## config.mk

```make
export PLATFORM = sky130hd
export DESIGN_NAME = serial_rx_fifo_flat
export DESIGN_NICKNAME = d
export VERILOG_FILES = /design/src/rtl/serial_rx_fifo_if.sv /design/src/rtl/serial_rx_fifo.sv /design/src/flat_wrapper.sv
export SDC_FILE = /design/constraint.sdc
export NUM_CORES = 1
export LEC_CHECK = 0
export ABC_AREA = 1
export CORE_ASPECT_RATIO = 1.2
export CORE_MARGIN = 1
export CORE_UTILIZATION = 45
export DETAILED_ROUTE_END_ITERATION = 16
export PLACE_DENSITY_LB_ADDON = 0.25
export SYNTH_ARGS = -nofsm -noshare
export SYNTH_HDL_FRONTEND = slang
export SYNTH_SLANG_ARGS = --single-unit
```

## constraint.sdc

```tcl
create_clock -name clk -period 2.18 [get_ports clk]
set_clock_uncertainty 0.05 [all_clocks]
set_input_delay 0.327 -clock clk [delete_from_list [all_inputs] [get_ports clk]]
set_output_delay 0.327 -clock clk [all_outputs]
set_load 0.01 [all_outputs]
```

## src/rtl/serial_rx_fifo_if.sv

```systemverilog
// Read-side bundle of the console serial receiver.
// The FIFO drives head data and fill level; the reader pops.
interface serial_rx_fifo_if #(
    parameter int DEPTH_LOG2 = 4
);
    logic                  rd_en;
    logic [7:0]            rd_data;
    logic                  rd_valid;
    logic [DEPTH_LOG2:0]   count;

    modport master (
        input  rd_en,
        output rd_data,
        output rd_valid,
        output count
    );

    modport slave (
        output rd_en,
        input  rd_data,
        input  rd_valid,
        input  count
    );
endinterface

```

## src/rtl/serial_rx_fifo.sv

```systemverilog
// 8N1 console receiver feeding a show-ahead byte FIFO.
// Drives RTS back to the host and keeps sticky line error flags.
module serial_rx_fifo #(
    parameter int CLK_HZ     = 50000000,
    parameter int BAUD       = 115200,
    parameter int DEPTH_LOG2 = 4,
    parameter int RTS_THRESH = 12
) (
    input  logic               clk,
    input  logic               N_RESET,
    input  logic               rxd,
    serial_rx_fifo_if.master   rd,
    output logic               rts,
    input  logic               err_clr,
    output logic               frame_err,
    output logic               overrun
);

    localparam int DIV   = (CLK_HZ + BAUD / 2) / BAUD;
    localparam int DW    = $clog2(DIV + 1);
    localparam int DEPTH = 1 << DEPTH_LOG2;
    localparam int CW    = DEPTH_LOG2 + 1;
    localparam int PW    = DEPTH_LOG2;

    typedef enum logic [2:0] {
        S_IDLE,
        S_START,
        S_DATA,
        S_STOP,
        S_BREAK
    } state_t;

    state_t          state;
    logic            rx_m;
    logic            rx_s;
    logic            rx_q;
    logic [DW-1:0]   div_cnt;
    logic [2:0]      bit_cnt;
    logic [7:0]      shift;

    logic [7:0]      mem [DEPTH];
    logic [PW-1:0]   wr_ptr;
    logic [PW-1:0]   rd_ptr;
    logic [CW-1:0]   cnt;
    logic [CW-1:0]   cnt_nxt;

    logic tick;
    logic stop_ok;
    logic stop_bad;
    logic full;
    logic pop;
    logic push_ok;
    logic ovr_set;

    // Divider counts down to 1; the sample is taken on that clock.
    assign tick     = (div_cnt == DW'(1));
    assign stop_ok  = (state == S_STOP) && tick && rx_s;
    assign stop_bad = (state == S_STOP) && tick && !rx_s;
    assign full     = (cnt == CW'(DEPTH));
    assign pop      = rd.rd_en && (cnt != '0);
    assign push_ok  = stop_ok && (!full || pop);
    assign ovr_set  = stop_ok && full && !pop;

    always_ff @(posedge clk or negedge N_RESET) begin
        if (!N_RESET) begin
            rx_m    <= 1'b1;
            rx_s    <= 1'b1;
            rx_q    <= 1'b1;
            state   <= S_IDLE;
            div_cnt <= '0;
            bit_cnt <= '0;
            shift   <= '0;
        end else begin
            rx_m <= rxd;
            rx_s <= rx_m;
            rx_q <= rx_s;
            unique case (state)
                S_IDLE: begin
                    if (rx_q && !rx_s) begin
                        div_cnt <= DW'(DIV / 2);
                        state   <= S_START;
                    end
                end
                S_START: begin
                    if (tick) begin
                        div_cnt <= DW'(DIV);
                        bit_cnt <= '0;
                        state   <= rx_s ? S_IDLE : S_DATA;
                    end else begin
                        div_cnt <= div_cnt - DW'(1);
                    end
                end
                S_DATA: begin
                    if (tick) begin
                        shift   <= {rx_s, shift[7:1]};
                        div_cnt <= DW'(DIV);
                        bit_cnt <= bit_cnt + 3'd1;
                        if (bit_cnt == 3'd7)
                            state <= S_STOP;
                    end else begin
                        div_cnt <= div_cnt - DW'(1);
                    end
                end
                S_STOP: begin
                    if (tick)
                        state <= rx_s ? S_IDLE : S_BREAK;
                    else
                        div_cnt <= div_cnt - DW'(1);
                end
                S_BREAK: begin
                    if (rx_s)
                        state <= S_IDLE;
                end
                default: state <= S_IDLE;
            endcase
        end
    end

    always_comb begin
        cnt_nxt = cnt;
        if (push_ok && !pop)
            cnt_nxt = cnt + CW'(1);
        else if (pop && !push_ok)
            cnt_nxt = cnt - CW'(1);
    end

    always_ff @(posedge clk or negedge N_RESET) begin
        if (!N_RESET) begin
            for (int i = 0; i < DEPTH; i++)
                mem[i] <= '0;
            wr_ptr <= '0;
            rd_ptr <= '0;
            cnt    <= '0;
            rts    <= 1'b1;
        end else begin
            if (push_ok) begin
                mem[wr_ptr] <= shift;
                wr_ptr      <= wr_ptr + PW'(1);
            end
            if (pop)
                rd_ptr <= rd_ptr + PW'(1);
            cnt <= cnt_nxt;
            rts <= (cnt_nxt >= CW'(RTS_THRESH));
        end
    end

    // A set event in the same cycle as err_clr keeps the flag high.
    always_ff @(posedge clk or negedge N_RESET) begin
        if (!N_RESET) begin
            frame_err <= 1'b0;
            overrun   <= 1'b0;
        end else begin
            if (stop_bad)
                frame_err <= 1'b1;
            else if (err_clr)
                frame_err <= 1'b0;
            if (ovr_set)
                overrun <= 1'b1;
            else if (err_clr)
                overrun <= 1'b0;
        end
    end

    assign rd.rd_data  = mem[rd_ptr];
    assign rd.rd_valid = (cnt != '0);
    assign rd.count    = cnt;

endmodule
```

## src/flat_wrapper.sv

```systemverilog
// flat-port wrapper written by rule: the top's interface ports become plain ports
module serial_rx_fifo_flat 
#(
    parameter int CLK_HZ     = 50000000,
    parameter int BAUD       = 115200,
    parameter int DEPTH_LOG2 = 4,
    parameter int RTS_THRESH = 12
)
  (clk, N_RESET, rxd, rts, err_clr, frame_err, overrun, rd_rd_en, rd_rd_data, rd_rd_valid, rd_count);
  serial_rx_fifo_if #(.DEPTH_LOG2(DEPTH_LOG2)) rd_i ();
  input  logic clk;
  input  logic N_RESET;
  input  logic rxd;
  output logic rts;
  input  logic err_clr;
  output logic frame_err;
  output logic overrun;
  input wire logic [$bits(rd_i.rd_en)-1:0] rd_rd_en;
  output wire logic [$bits(rd_i.rd_data)-1:0] rd_rd_data;
  output wire logic [$bits(rd_i.rd_valid)-1:0] rd_rd_valid;
  output wire logic [$bits(rd_i.count)-1:0] rd_count;
  assign rd_i.rd_en = rd_rd_en;
  assign rd_rd_data = rd_i.rd_data;
  assign rd_rd_valid = rd_i.rd_valid;
  assign rd_count = rd_i.count;
  serial_rx_fifo #(.CLK_HZ(CLK_HZ), .BAUD(BAUD), .DEPTH_LOG2(DEPTH_LOG2), .RTS_THRESH(RTS_THRESH)) u_core (.clk(clk), .N_RESET(N_RESET), .rxd(rxd), .rd(rd_i), .rts(rts), .err_clr(err_clr), .frame_err(frame_err), .overrun(overrun));
endmodule
```

==> metrics.cfg, run 1 <==
[clock_network]
cts_buffers = 17
clockBufferDepth = 2
cts_htree_levels = 4
insertion_delay_ns = 0.43
clk_pin_slew_worst_paths_ns = 0.06
root_buffer = clkbuf_16
clock-sinks = 170
cts_tree = yes

[logic_synthesis]
netlist.top_cell.by_area = dfrtp_1
syn_area_um2 = 7878
ys_types = 28
syn_inst = 880
yosys_warnings = 0
yosysTopAreaCellShare_pct = 52.73
synth_seq_area_share_pct = 54.07
yosys-top-cells-area = dfrtp_1 53%, o21ai_0 11%, nand2_1 9.8%
syn_area_per_cell_um2 = 8.952
yosys-top-cells-count = 205 x nand2_1, 181 x o21ai_0, 166 x dfrtp_1
synth_edf_count = 0
ys_seq_elements = 170
async_flop_share_pct = 100.0
synthesis.nets = 896
synth.most_common_cell = nand2_1
synth_ff_type = dfrtp_1

[timing]
period_minus_slack_ns = 2.441
worst_slew_pin_slew_ns = 0.6586
drv_slew = 0
finalSetupViolCount = 8
period_share_pct = 112.0
max_freq_mhz = 409.7
setup_ws_ns = -0.2610
hold_viol = 0
max_slew_margin_pct = 56.05
rsz0062_at_grt = yes
timing.hold.ws_ns = 0.2526

[setup_path]
cp-start-kind = flop
slowest_delay_ns = 0.45
rr_startpoint = u_core.div_cnt[1]
path_class = flop to output pin
path_cells = buf_6 -> buf_12 -> buf_16 -> o21ai_2 -> o22ai_2 -> o211ai_1 -> nand2_1 -> buf_6
crit_fanout = 6
cp_common_cell = buf_6
crit_family = buffers and inverters
arrival_ns = 2.06
cp.required_ns = 1.80
cp.depth = 8
critPathBufInv = 4
crit_path_end_kind = output pin
reg2regPathDepth = 13
worstSetupStartpoint = u_core.rd_ptr[0]
crit_slowest_cell = dfrtp_2

[status]
violations = negative setup slack
status = complete, but fails checks

[die]
rows = 52
start_util_pct = 46.39
chipWidth_um = 122.8
die_y_um = 146.9
die-area_um2 = 18040
core-area_um2 = 16980
num_io_pins = 22

[final_layout]
final_layout_size_suffix_gt1_share_pct = 18.45
final_area_um2 = 9773
area_delta_synth_final_pct = 24.06
diodes = 0
fin_cells = 1170
finish.utilization_pct = 57.55
nNetsFinal = 957

[grt]
grt_pass1_wl_um = 33420
grt_pass1_vias = 6364
grt_overflow = 0
grt_antenna_before_repair = 0
grt_usage_pct = 24.58
grt_max_degree = 59

[worst_hold_path]
min_from = rxd
hold_class = input port to flop
hold_path_depth = 1

[power]
total_power_mw = 10.78
p_leak_nw = 4.328
irDropWorstVdd_mv = 0.5890
power.density_nw_per_um2 = 1103

[detailed_routing]
drtPass1Iterations = 6
initialDrtViolationCount = 534
drt-wirelength-per-cell_um = 18.31
wl_um = 21430
vias = 6512
via_per_inst = 5.566
drtAntennaViolNets = 0
route.detailed.drc = 0

[placement]
placed_cells = 1113
port_buffers = 21
gp_congestion = 0.8434
post_dp_cell_area_um2 = 8518
post-dp-hpwl_um = 12610

[flow_run]
drv_cap = 0

registers in the layout (all words and copies together) (netlist names), 3 cells and up:
| name | cells |
|---|---|
| u_core.mem | 128 |
| u_core.div_cnt | 9 |
| u_core.shift | 8 |
| u_core.rd.count | 5 |
| u_core.rd_ptr | 4 |
| u_core.wr_ptr | 4 |
| u_core.bit_cnt | 3 |
| u_core.state | 3 |
report_power, final:
| part | internal [mW] | total, mW | switching, mW |
|---|---|---|---|
| combinational | 1.84 | 4.18 | 2.33 |
| sequential | 3.31 | 3.49 | 0.180 |
| clock | 1.86 | 3.11 | 1.25 |
| total | 7.01 | 10.8 | 3.77 |
path summary, 6_finish.rpt:
path	to	slack [ns]
max	rd_rd_data[5]	-0.26
min	u_core.rx_m	0.25
max reg2reg	u_core.mem[114]	0.13
min reg2reg	u_core.rx_s	0.31
max in group asynchronous	u_core.rts	1.08
min in group asynchronous	u_core.div_cnt[3]	0.31
placed cells by master, fill, tap and decap left out, types with 3 or more instances in the layout:
cell | Yosys | routed
nand2_1 | 205 | 190
dfrtp_1 | 166 | 164
o21ai_0 | 181 | 142
nor2_1 | 69 | 62
inv_1 | 53 | 51
o21ai_1 | 11 | 43
buf_4 | 0 | 33
mux2i_1 | 23 | 21
nand3_1 | 20 | 19
clkbuf_16 | 0 | 18
buf_6 | 11 | 17
xor2_1 | 16 | 16
nand2_2 | 0 | 13
o221ai_1 | 21 | 13
buf_12 | 0 | 12
o211ai_1 | 11 | 11
clkdlybuf4s50_1 | 0 | 11
a21oi_1 | 10 | 9
ha_1 | 11 | 9
buf_2 | 9 | 9
o221ai_2 | 0 | 8
nor2_4 | 1 | 7
o21ai_2 | 0 | 6
o32ai_2 | 0 | 6
nor2_2 | 5 | 6
clkinvlp_4 | 0 | 6
nor3_1 | 4 | 4
buf_16 | 0 | 4
dfstp_2 | 4 | 4
nand3_2 | 2 | 3
nand4_1 | 3 | 3
bufinv_16 | 0 | 3
layer usage:
metal / up-vias / GRT usage (%) / wire length [um]
met5: - / 0 / 0
met4: 0 / 8.902 / 437
met3: 33 / 4.658 / 1069
met2: 191 / 41.07 / 10710
met1: 3204 / 31.48 / 9208
li1: 3084 / - / -
through the flow:
stage / setup slack, ns / TNS, ns
after floorplan: 0.3214 / 0
after global placement: -0.1650 / -0.5564
after detailed placement: -0.1753 / -0.6244
after CTS: -0.2083 / -1.510
after global routing: -0.3156 / -2.929
final: -0.2610 / -1.661
cell families after synthesis:
kind of cell	Yosys count	share of synthesized area [%]
buffers and inverters	103	6.099
adders and majority gates	11	1.747
xor gates and xnor gates	16	1.779
muxes	23	2.922
DFF	170	54.07
AOI/OAI and AO/OA	246	17.41
and+or+nand+nor	311	15.98
final cells by class:
class / instances / area (um^2)
timing repair buffer: 90 / 1007
multi-input combinational: 607 / 3415
tap: 216 / 270.3
inverter: 55 / 214.0
clock buffer: 21 / 460.4
sequential: 170 / 4262
fill: 1496 / 7208
clock inverter: 11 / 145.1
what timing repair did:
action                                  CTS  global route
resized for setup                        88            85
hold endpoints to repair                 34             0
hold buffers                              1             0
endpoints found under the setup margin    8           128
setup buffers                             6             6
pin swaps                                28            15
cloned                                    5             8
No activity file was read; power rests on OpenSTA's default activity.
==> inputs of run 2 (changes only) <==
--- a/config.mk
+++ b/config.mk
@@ -6,10 +6,13 @@
 export NUM_CORES = 1
 export LEC_CHECK = 0
 export ABC_AREA = 1
+export CAP_MARGIN = 20
 export CORE_ASPECT_RATIO = 1.2
 export CORE_MARGIN = 1
 export CORE_UTILIZATION = 45
+export CTS_CLUSTER_SIZE = 16
 export DETAILED_ROUTE_END_ITERATION = 16
+export HOLD_SLACK_MARGIN = 0.06
 export PLACE_DENSITY_LB_ADDON = 0.25
 export SYNTH_ARGS = -nofsm -noshare
 export SYNTH_HDL_FRONTEND = slang
==> results of run 2 <==
Final layout, timing and power as in run 1 (identical DEF).
==> inputs of run 3 (changes only) <==
--- a/config.mk
+++ b/config.mk
@@ -12,7 +12,7 @@
 export CORE_UTILIZATION = 45
 export CTS_CLUSTER_SIZE = 16
 export DETAILED_ROUTE_END_ITERATION = 16
-export HOLD_SLACK_MARGIN = 0.06
+export HOLD_SLACK_MARGIN = 0.02
 export PLACE_DENSITY_LB_ADDON = 0.25
 export SYNTH_ARGS = -nofsm -noshare
 export SYNTH_HDL_FRONTEND = slang
==> results of run 3 <==
Final layout, timing and power as in run 1 (identical DEF).
